===== config.mk =====
export PLATFORM = sky130hd
export DESIGN_NAME = colorclk_nco
export DESIGN_NICKNAME = d
export VERILOG_FILES = /design/src/rtl/colorclk_nco.sv
export SDC_FILE = /design/constraint.sdc
export NUM_CORES = 1
export LEC_CHECK = 0
export ABC_AREA = 1
export CELL_PAD_IN_SITES_DETAIL_PLACEMENT = 1
export CELL_PAD_IN_SITES_GLOBAL_PLACEMENT = 2
export CORE_UTILIZATION = 37
export DETAILED_ROUTE_END_ITERATION = 10
export PLACE_DENSITY = 0.84
export SLEW_MARGIN = 40
export SYNTH_ARGS = -nofsm -noshare
export SYNTH_HDL_FRONTEND = slang
export SYNTH_SLANG_ARGS = --single-unit

===== constraint.sdc =====
create_clock -name clk -period 9.2 [get_ports clk]
set_input_delay 1.84 -clock clk [delete_from_list [all_inputs] [get_ports clk]]
set_output_delay 1.84 -clock clk [all_outputs]
set_load 0.05 [all_outputs]

===== src/rtl/colorclk_nco.sv =====
// Multi-standard phase-accumulator colour-subcarrier clock generator (4x fsc output).
// Optional quadrant/fsc outputs are built only when COLORCLK_QUAD_EN is defined.
module colorclk_nco #(
  parameter int               ACC_W    = 32,
  parameter logic [ACC_W-1:0] INC_PAL  = ACC_W'(761689904),
  parameter logic [ACC_W-1:0] INC_NTSC = ACC_W'(614961152),
  parameter logic [ACC_W-1:0] INC_PALM = ACC_W'(614285376),
  parameter logic [ACC_W-1:0] INC_PALN = ACC_W'(615392578)
) (
  input  logic             clk,
  input  logic             rst,
  input  logic             en,
  input  logic [1:0]       mode,
  input  logic             phase_rst,
  input  logic             cfg_we,
  input  logic [1:0]       cfg_sel,
  input  logic [ACC_W-1:0] cfg_inc,
  output logic             clkcolor4x,
  output logic             color_ce,
  output logic             clkcolor,
  output logic [1:0]       quad
);

  logic [ACC_W-1:0] acc;
  logic [ACC_W-1:0] inc_act;
  logic [ACC_W-1:0] inc_tbl [4];
  logic [ACC_W:0]   sum;
  logic             carry;
  logic             reload;
  logic             rise;

  always_comb begin
    sum    = {1'b0, acc} + {1'b0, inc_act};
    carry  = sum[ACC_W];
    reload = !en || phase_rst || carry;
    rise   = sum[ACC_W-1] && !acc[ACC_W-1];
  end

  // NOTE: the increment table is reset like any register: its power-up contents are the four
  // standard increments, so it must be flops with reset values, not an uninitialised RAM.
  always_ff @(posedge clk or posedge rst) begin
    if (rst) begin
      inc_tbl[0] <= INC_PAL;
      inc_tbl[1] <= INC_NTSC;
      inc_tbl[2] <= INC_PALM;
      inc_tbl[3] <= INC_PALN;
    end else if (cfg_we) begin
      inc_tbl[cfg_sel] <= cfg_inc;
    end
  end

  // NOTE: non-blocking assignments here mean a reload in the same cycle as a table write
  // picks up the entry's old value; the new one is visible from the next cycle.
  always_ff @(posedge clk or posedge rst) begin
    if (rst) begin
      acc        <= '0;
      inc_act    <= INC_PAL;
      clkcolor4x <= 1'b1;
      color_ce   <= 1'b0;
    end else begin
      // Increment only changes at period boundaries, so retuning never produces runt pulses.
      if (reload) inc_act <= inc_tbl[mode];
      if (!en) begin
        acc        <= '0;
        clkcolor4x <= 1'b1;
        color_ce   <= 1'b0;
      end else if (phase_rst) begin
        acc        <= '0;
        clkcolor4x <= 1'b0;
        color_ce   <= 1'b0;
      end else begin
        acc        <= sum[ACC_W-1:0];
        clkcolor4x <= sum[ACC_W-1];
        color_ce   <= rise;
      end
    end
  end

`ifdef COLORCLK_QUAD_EN
  logic [1:0] quad_q;
  logic [1:0] quad_nxt;
  logic       clkcolor_q;

  always_comb begin
    quad_nxt = quad_q;
    if (!en || phase_rst) quad_nxt = 2'd0;
    else if (rise)        quad_nxt = quad_q + 2'd1;
  end

  // fsc is derived from the quadrant so it stays phase-locked to the 4x clock edges.
  always_ff @(posedge clk or posedge rst) begin
    if (rst) begin
      quad_q     <= 2'd0;
      clkcolor_q <= 1'b1;
    end else begin
      quad_q     <= quad_nxt;
      clkcolor_q <= ~quad_nxt[1];
    end
  end

  assign quad     = quad_q;
  assign clkcolor = clkcolor_q;
`else
  assign quad     = 2'd0;
  assign clkcolor = 1'b0;
`endif

endmodule


==> impl_metrics.tcl, run 1 <==
set metrics [dict create \
    status "finished, final reports clean" \
    r2r_cells 9 \
    synth_largest_area_cell "dfrtp_1" \
    drt_wl_total_um 27200 \
    worst-r2r-setup-slack_ps 6520 \
    fin_setup_tns_ps 0 \
    hold_end "inc_tbl[44]$_DFFE_PP0P_" \
    wl_met3_um 442 \
    dp_cells 1568 \
    drt-wirelength-per-cell_um 17.0 \
    hold_ws_ps 485 \
    placed_area_um2 10500 \
    synth_edf_count 0 \
    routed.top_layer "met4" \
    grt_first_pass_wirelength_um 45800 \
    holdPathStages 2 \
    max-clock-path-buffers 2 \
    via_count 8257 \
    peakVddDrop_mv 0.136 \
    drt-initial-drc-count 469 \
    ys_ff_latch 194 \
    die_w_um 165 \
    post-dp-hpwl_um 18000 \
    seq_area_frac_synth_pct 50.3 \
    synth_top_flop_cell "dfrtp_1" \
    overflow 0 \
    cts_buffers 17 \
    endpoint_kind "flop" \
    hold_path_class "flop to flop" \
    cts_sinks 194 \
    ctsHoldBuffers 0 \
    cts_resized 0 \
    slowest_stage "clkdlybuf4s50_1" \
    final.fill_count 3180 \
    syn_area_um2 9810 \
    track_usage_pct 21.8 \
    path_class "input port to flop" \
    tightest_slew_ps 734 \
    finalNonFillerCells 1600 \
    ios 46 \
    port_buffers 42 \
    die_y_um 165 \
    gp_congestion 0.858 \
    synth_top_area_share_pct 33.4 \
    cts.clk_slew.worst_paths_ps 80 \
    met1_length_um 14100 \
    synthArstFlopShare_pct 100 \
    final_net_count 1326 \
    yosysMostFrequentCell "nand2_1" \
    cts_tree "yes" \
    worstPathRequired_ps 9530 \
    ys_types 37 \
    min_period_ps 3980 \
    postLayoutCellArea_um2 11100 \
    grt_max_degree 124 \
    core_area_um2 26100 \
    p_total_mw 2.33 \
    antenna_found_initial 0 \
    synth.area.top_cells "dfrtp_1 (33%), dfstp_2 (17%), nand2_1 (13%), o21ai_0 (11%), nor2_1 (5.3%)" \
    cpLargestDelayFamily "buffers and inverters" \
    ant_nets 0 \
    synthCells 1237 \
    crit_fanout 33 \
    r2r_end "inc_act[16]$_DFFE_PP0P_" \
    setup_viol 0 \
    dr.pass1.iters 5 \
    cts_root_buf "clkbuf_16" \
    maxSlewHeadroom_pct 51.0 \
    syn_avg_cell_area_um2 7.93 \
    vias_per_cell 5.16 \
    grt_pass1_vias 8566 \
    drive_above_1_share_pct 9.64 \
    start_util_pct 37.6 \
    area_growth_pct 13.2 \
    cts.htree.levels 4 \
    r2r-start "inc_act[21]$_DFFE_PP1P_" \
    slew_viol_final 0 \
    yosys-top-cells-count "nand2_1 (333), o21ai_0 (209), nor2_1 (138), dfrtp_1 (131), inv_1 (88)" \
    rows 59 \
    critPathLaunchType "input port" \
    skew_ps 17.3 \
    crit_buf_inv 5 \
    antennaDiodeCount 0 \
    clock_latency_ps 450 \
    yosys_warnings 0 \
    post_cts_buffers 0 \
    fmax_ghz 0.251 \
    fin_crit_sh_pct 43.3 \
    finalHoldViolCount 0 \
    rsz0062_at_grt "false" \
    die-area_um2 27200 \
    p_per_area_nw_per_um2 210 \
    maxCapViolCount 0 \
    wl_met2_um 12300 \
    arrival_ps 4310 \
    slowest_delay_ps 500 \
    drc 0 \
    leakage_nw 5.25 \
    path_cells "clkdlybuf4s50_1 -> inv_1 -> nor2_2 -> buf_4 -> inv_1 -> nor2_1 -> nand4_1 -> inv_2 -> nand2_4 -> nand2_1 -> nand2_1" \
    hold_start "inc_tbl[44]$_DFFE_PP0P_" \
]
layout by cell type, fill, tap and decap left out, drive strengths merged, types with 3 or more instances in the layout:
master,count
nand2,336
o21ai,212
nor2,141
dfrtp,131
inv,100
dfstp,63
nand3,52
a21oi,50
clkdlybuf4s50,41
o22ai,32
ha,32
clkbuf,18
nor3,11
buf,10
o21a,8
o21bai,7
clkinv,6
conb,3
state kept, by name, summed over array words and instances, names as in the netlist:
signal / count
acc: 32
clkcolor4x: 1
inc_act: 32
color_ce: 1
inc_tbl: 128
cell families (layout without fill, tap and decap cells):
| kind of cell | count (synthesis) | in the layout | share of synthesized area (%) |
|---|---|---|---|
| and+or+nand+nor | 547 | 547 | 22.3 |
| other | 1 | 3 | 0.0382 |
| xor gates and xnor gates | 1 | 1 | 0.0893 |
| buffers and inverters | 149 | 175 | 6.14 |
| AOI/OAI and AO/OA | 312 | 312 | 16.9 |
| DFF | 194 | 194 | 50.3 |
| adders and majority gates | 33 | 33 | 4.29 |
worst register-to-register path, stage by stage, from the launching register on:
cell	delay (ps)
dfstp_2	560
ha_1	290
a21oi_1	280
o21a_1	200
a21boi_1	210
nand3_2	170
nand2_4	340
nand2_4	300
nand2_1	170
nand2_1	60
how the worst max path moves through the flow:
stage / end / from / depth (start not counted)
CTS: inc_act[16]$_DFFE_PP0P_ / en / 11
global route: inc_act[6]$_DFFE_PP0P_ / en / 11
finish: inc_act[16]$_DFFE_PP0P_ / en / 11
floorplan: acc[0]$_DFF_PP0_ / rst / 1
detailed placement: inc_act[16]$_DFFE_PP0P_ / en / 11
global placement: inc_act[0]$_DFFE_PP0P_ / en / 11
per-stage QoR:
stage	setup WS, ps	utilization (%)
2_1_floorplan	2180	-
3_3_place_gp	4880	40.2
3_5_place_dp	4770	40.3
4_1_cts	5220	42.6
5_1_grt	4960	42.6
6_report	5220	42.6
report_power, final:
group / internal (mW) / leakage, nW / switching (mW) / total [mW]
clock network: 0.372 / 0.293 / 0.392 / 0.765
logic: 0.164 / 2.63 / 0.307 / 0.471
registers: 1.02 / 2.33 / 0.0765 / 1.09
cell type report:
type	instances	area (um^2)	share of cell area, %
clock buffer	18	429	3.87
multi-input combinational	896	4300	38.7
sequential	194	4930	44.4
tap	335	419	3.78
timing repair buffer	51	487	4.38
clock inverter	14	175	1.58
inverter	92	358	3.22
layer usage:
metal / GRT usage (%) / up-vias
met1: 32.0 / 4059
li1: - / 4095
met5: 0 / -
met4: 5.71 / 0
met3: 2.41 / 27
met2: 33.9 / 76
Power figures use the tool's default switching activity.
==> inputs of run 2 (changes only) <==
CORE_UTILIZATION = 33   (was 37)
PLACE_DENSITY = 0.79   (was 0.84)
clock period = 3.5 ns   (was 9.2 ns; I/O delays follow)
==> run 2 against run 1 <==
Net effect:
- utilization decreased by 3.5 points
- non-clock buffer count up 4
- wire length shrank 0.12%
- hold slack lost 8.1 ps
- global-route usage shrank 2.7 points
- critical path depth up 1
- register-to-register slack lost 5700 ps
- sequential share of layout area is 0.82 points lower
- sequential power grew to 2.6 times the previous value
- highest routed layer unchanged
==> impl_metrics.tcl, run 2 (same netlist as run 1, synthesis figures left out) <==
set metrics [dict create \
    rows 62 \
    p_int_mw 4.53 \
    r2r_cells 12 \
    path_class "flop to flop" \
    area_growth_pct 15.3 \
    overflow 0 \
    r2r-start "inc_act[0]$_DFFE_PP0P_" \
    antenna_found_initial 0 \
    post_cts_buffers 0 \
    cts_sinks 194 \
    p_sw_share_pct 29.6 \
    cts_buffers 17 \
    max-clock-path-buffers 2 \
    ant_nets 0 \
    die_y_um 174 \
    min_period_ps 2670 \
    fmax_ghz 0.374 \
    crit_fanout 33 \
    fin_setup_tns_ps 0 \
    critPathLaunchType "flop" \
    core_area_um2 28900 \
    largest_register_ff_count 128 \
    r2r_end "inc_act[28]$_DFFE_PP0P_" \
    cts.htree.levels 4 \
    setup_viol 0 \
    p_sw_mw 1.91 \
    postLayoutCellArea_um2 11300 \
    grt_first_pass_wirelength_um 45900 \
    gp_congestion 0.799 \
    drt_wl_total_um 27200 \
    clock_latency_ps 440 \
    drt-initial-drc-count 484 \
    drt-wirelength-per-cell_um 16.4 \
    seqPwrFrac_pct 44.6 \
    ios 46 \
    maxCapViolCount 0 \
    antennaDiodeCount 0 \
    post-dp-hpwl_um 18700 \
    ctsHoldBuffers 0 \
    skew_ps 9.91 \
    drive_above_1_share_pct 9.93 \
    grt_pass1_vias 8620 \
    leakage_nw 5.32 \
    holdPathStages 1 \
    placed_area_um2 10600 \
    hold_end "color_ce$_DFF_PP0_" \
    crit_buf_inv 2 \
    finalHoldViolCount 0 \
    endpoint_kind "flop" \
    cts_resized 0 \
    hold_path_class "flop to flop" \
    grt_max_degree 129 \
    vias_per_cell 4.97 \
    p_comb_share_pct 19.3 \
    via_count 8218 \
    layout_commonest_cell "nand2_1" \
    slowest_stage "fa_1" \
    cts_root_buf "clkbuf_16" \
    die_w_um 174 \
    arrival_ps 3040 \
    maxSlewHeadroom_pct 51.2 \
    tightest_slew_ps 732 \
    top_regs "inc_tbl (128), acc (32), inc_act (32)" \
    drc 0 \
    cts_tree "yes" \
    worstPathRequired_ps 3870 \
    rsz0062_at_grt "false" \
    hold_start "acc[31]$_DFF_PP0_" \
    fin_crit_sh_pct 76.4 \
    path_cells "ha_1 -> inv_1 -> fa_1 -> o21ai_2 -> inv_2 -> o21ai_2 -> nand2_1 -> nand3_2 -> nand2_4 -> nand2_4 -> nand2_1 -> nand2_1" \
    slew_viol_final 0 \
    start_util_pct 33.9 \
    cpLargestDelayFamily "simple AND/OR/NAND/NOR gates" \
    clockPowerShare_pct 36.1 \
    die-area_um2 30400 \
    p_per_area_nw_per_um2 569 \
    largest-register "inc_tbl" \
    slowest_delay_ps 410 \
    dr.pass1.iters 5 \
    status "finished, final reports clean" \
    crit_top_cell "nand2_1" \
    final_net_count 1330 \
    worst-r2r-setup-slack_ps 830 \
    port_buffers 42 \
    peakVddDrop_mv 0.329 \
    final_cell_mix "nand2_1 (331), o21ai_0 (209), nor2_1 (138)" \
    cts.clk_slew.worst_paths_ps 70 \
    track_usage_pct 19.1 \
    fin_util_pct 39.1 \
]
[run 2: per-stage QoR]
step	cells	hold slack [ps]	total power [mW]	worst slack (ps)
floorplan	1239	409	3.73	347
global route	1653	502	6.81	560
global placement	1621	456	4.12	846
finish	1653	477	6.43	827
detailed placement	1621	458	4.16	801
CTS	1653	476	6.51	775
[run 2: layer usage]
layer | wire (um) | GRT usage (%) | vias to the layer above
li1 | - | - | 4078
met1 | 13700 | 26.9 | 4060
met2 | 12700 | 30.9 | 65
met3 | 465 | 2.25 | 15
met4 | 279 | 4.93 | 0
met5 | 0 | 0 | -
[run 2: worst max path at each step]
stage                                       from                 endpoint  depth (start not counted)
final                     inc_act[0]$_DFFE_PP0P_  inc_act[28]$_DFFE_PP0P_                         12
after global routing      inc_act[0]$_DFFE_PP0P_   inc_act[9]$_DFFE_PP1P_                         12
after floorplan                              rst         acc[0]$_DFF_PP0_                          1
after CTS                 inc_act[0]$_DFFE_PP0P_  inc_act[28]$_DFFE_PP0P_                         12
after detailed placement                  cfg_we   inc_tbl[9]$_DFFE_PP0P_                          5
after global placement    inc_act[0]$_DFFE_PP0P_   inc_act[7]$_DFFE_PP0P_                         12
[run 2: cell type report]
class	instances	area [um^2]
multi-input combinational	896	4300
tap	384	480
inverter	92	349
clock inverter	14	259
sequential	194	4930
fill	3493	17600
clock buffer	18	429
timing repair buffer	55	563
[run 2: power groups by stage]
stage / Clock [mW] / Sequential, mW / Combinational [mW]
detailed placement: 0 / 2.91 / 1.25
global placement: 0 / 2.90 / 1.22
finish: 2.32 / 2.87 / 1.24
global route: 2.45 / 2.92 / 1.44
CTS: 2.38 / 2.87 / 1.26
floorplan: 0 / 2.85 / 0.888
==> inputs of run 3 (changes only) <==
CORE_UTILIZATION = 37   (was 33)
PLACE_DENSITY = 0.84   (was 0.79)
clock period = 2.7 ns   (was 3.5 ns; I/O delays follow)
==> run 3 against run 2 <==
Net effect:
- utilization rose by 4.4 points
- fmax rose by 9.3%
- wire length about the same
- flip-flop and latch count stayed put
- setup slack got worse by 570 ps
- final cell count decreased by 2.4%
- final area increased by 0.19%
- count of clock-buffer cells in the layout did not move
- die area decreased by 11%
- critical path depth unchanged
- via count grew 0.28%
- combinational power increased by 32%
- largest power group unchanged
==> impl_metrics.tcl, run 3 (same netlist as run 1, synthesis figures left out) <==
set metrics [dict create \
    status "finished, final reports clean" \
    skew_ps 19.8 \
    post_cts_buffers 0 \
    drc 0 \
    cts_tree "yes" \
    finalHoldViolCount 0 \
    drt-wirelength-per-cell_um 16.9 \
    ios 46 \
    cts_buffers 17 \
    post-place-ws_ps 225 \
    cts_sinks 194 \
    max-clock-path-buffers 2 \
    core_area_um2 26100 \
    crit_fanout 21 \
    routed.top_layer "met4" \
    setup_slack_ps 254 \
    fin_crit_sh_pct 90.6 \
    port_buffers 42 \
    met1_length_um 13600 \
    worstPathRequired_ps 3030 \
    tightest_slew_ps 518 \
    hold_path_class "input port to asynchronous set/reset pin" \
    via_count 8241 \
    hold_ws_ps 394 \
    cts_root_buf "clkbuf_16" \
    area_growth_pct 15.5 \
    layout_commonest_cell "nand2_1" \
    dr.pass1.iters 5 \
    antenna_found_initial 0 \
    rsz0062_at_grt "false" \
    r2r-start "inc_act[0]$_DFFE_PP0P_" \
    worst-r2r-setup-slack_ps 250 \
    largest-register "inc_tbl" \
    p_sw_share_pct 33.4 \
    grt_max_degree 65 \
    drive_above_1_share_pct 10.6 \
    antennaDiodeCount 0 \
    p_comb_share_pct 20.4 \
    arrival_ps 2770 \
    path_class "flop to flop" \
    final_net_count 1339 \
    clockPowerShare_pct 33.2 \
    p_sw_mw 2.68 \
    leakage_nw 5.36 \
    r2r_end "inc_act[6]$_DFFE_PP0P_" \
    top_regs "inc_tbl (128), acc (32), inc_act (32)" \
    grt_pass1_vias 8608 \
    endpoint_kind "flop" \
    overflow 0 \
    track_usage_pct 21.9 \
    cts.clk_slew.worst_paths_ps 80 \
    final_cell_mix "nand2_1 (331), o21ai_0 (209), nor2_1 (138)" \
    crit_start "inc_act[0]$_DFFE_PP0P_" \
    seqPwrFrac_pct 46.4 \
    die_y_um 165 \
    peakVddDrop_mv 0.406 \
    drt-initial-drc-count 457 \
    maxSlewHeadroom_pct 65.3 \
    p_per_area_nw_per_um2 707 \
    drt_wl_total_um 27200 \
    min_period_ps 2450 \
    fmax_ghz 0.409 \
    rows 59 \
    p_int_mw 5.34 \
    die-area_um2 27200 \
    grt_first_pass_wirelength_um 45800 \
    gp_congestion 0.815 \
    maxCapViolCount 0 \
    fin_setup_tns_ps 0 \
    wl_met3_um 555 \
    clock_latency_ps 450 \
    setup_viol 0 \
    ant_nets 0 \
    post-dp-hpwl_um 19300 \
    die_w_um 165 \
    cts.htree.levels 4 \
    slew_viol_final 0 \
    critPathLaunchType "flop" \
    p_total_mw 8.01 \
    wl_met2_um 12900 \
    r2r_cells 12 \
    start_util_pct 37.6 \
    largest_register_ff_count 128 \
    vias_per_cell 5.11 \
]
run 3: cell types whose count changed in the layout (fill, tap and decap cells not counted), sizes merged:
| cell | previous run | this run |
|---|---|---|
| buf | 14 | 23 |
| bufinv | 7 | 0 |
| inv | 92 | 99 |
run 3: how the worst max path moves through the flow:
stage,to,depth (start not counted)
2_1_floorplan,acc[0]$_DFF_PP0_,1
3_3_place_gp,inc_act[21]$_DFFE_PP1P_,12
3_5_place_dp,inc_act[17]$_DFFE_PP1P_,12
4_1_cts,inc_act[17]$_DFFE_PP1P_,12
5_1_grt,inc_act[7]$_DFFE_PP0P_,12
6_report,inc_act[6]$_DFFE_PP0P_,12
run 3: power groups by stage:
stage	logic (mW)	registers (mW)	clock network, mW
3_3_place_gp	1.60	3.75	0
3_5_place_dp	1.65	3.77	0
4_1_cts	1.66	3.72	2.73
2_1_floorplan	1.15	3.69	0
5_1_grt	1.89	3.78	2.84
6_report	1.64	3.72	2.66
run 3: stage by stage:
stage          instances  utilization [%]  area (um^2)
2_1_floorplan       1239                -         9820
3_3_place_gp        1581             41.1        10700
3_5_place_dp        1581             41.1        10700
4_1_cts             1613             43.5        11300
5_1_grt             1613             43.5        11300
6_report            1613             43.5        11300
run 3: routing by layer:
metal  vias up  GRT usage [%]
li1       4106              -
met1      4031           30.3
met2        88           36.1
met3        16           3.62
met4         0           3.96
met5         -              0
run 3: area by class of cell:
class	count	area, um^2
fillers	3147	14700
well taps	335	419
clock buffers	18	429
clock inverters	14	190
multi-input cells	896	4310
flip-flops and latches	194	4930
inverters	92	349
repair buffers	64	706
run 3: repair_timing:
action / CTS / global route
resized for setup: 0 / 1
setup endpoints to repair: 0 / 7
hold buffers: 0 / 0
run 3: critical path: stages (launching register included):
cell	delay (ps)
dfrtp_1	370
ha_1	170
inv_1	50
fa_1	420
o21ai_2	200
inv_2	70
o21ai_2	240
nand2_1	140
nand3_2	140
nand2_4	140
buf_4	240
nand3_1	90
nand2_1	50
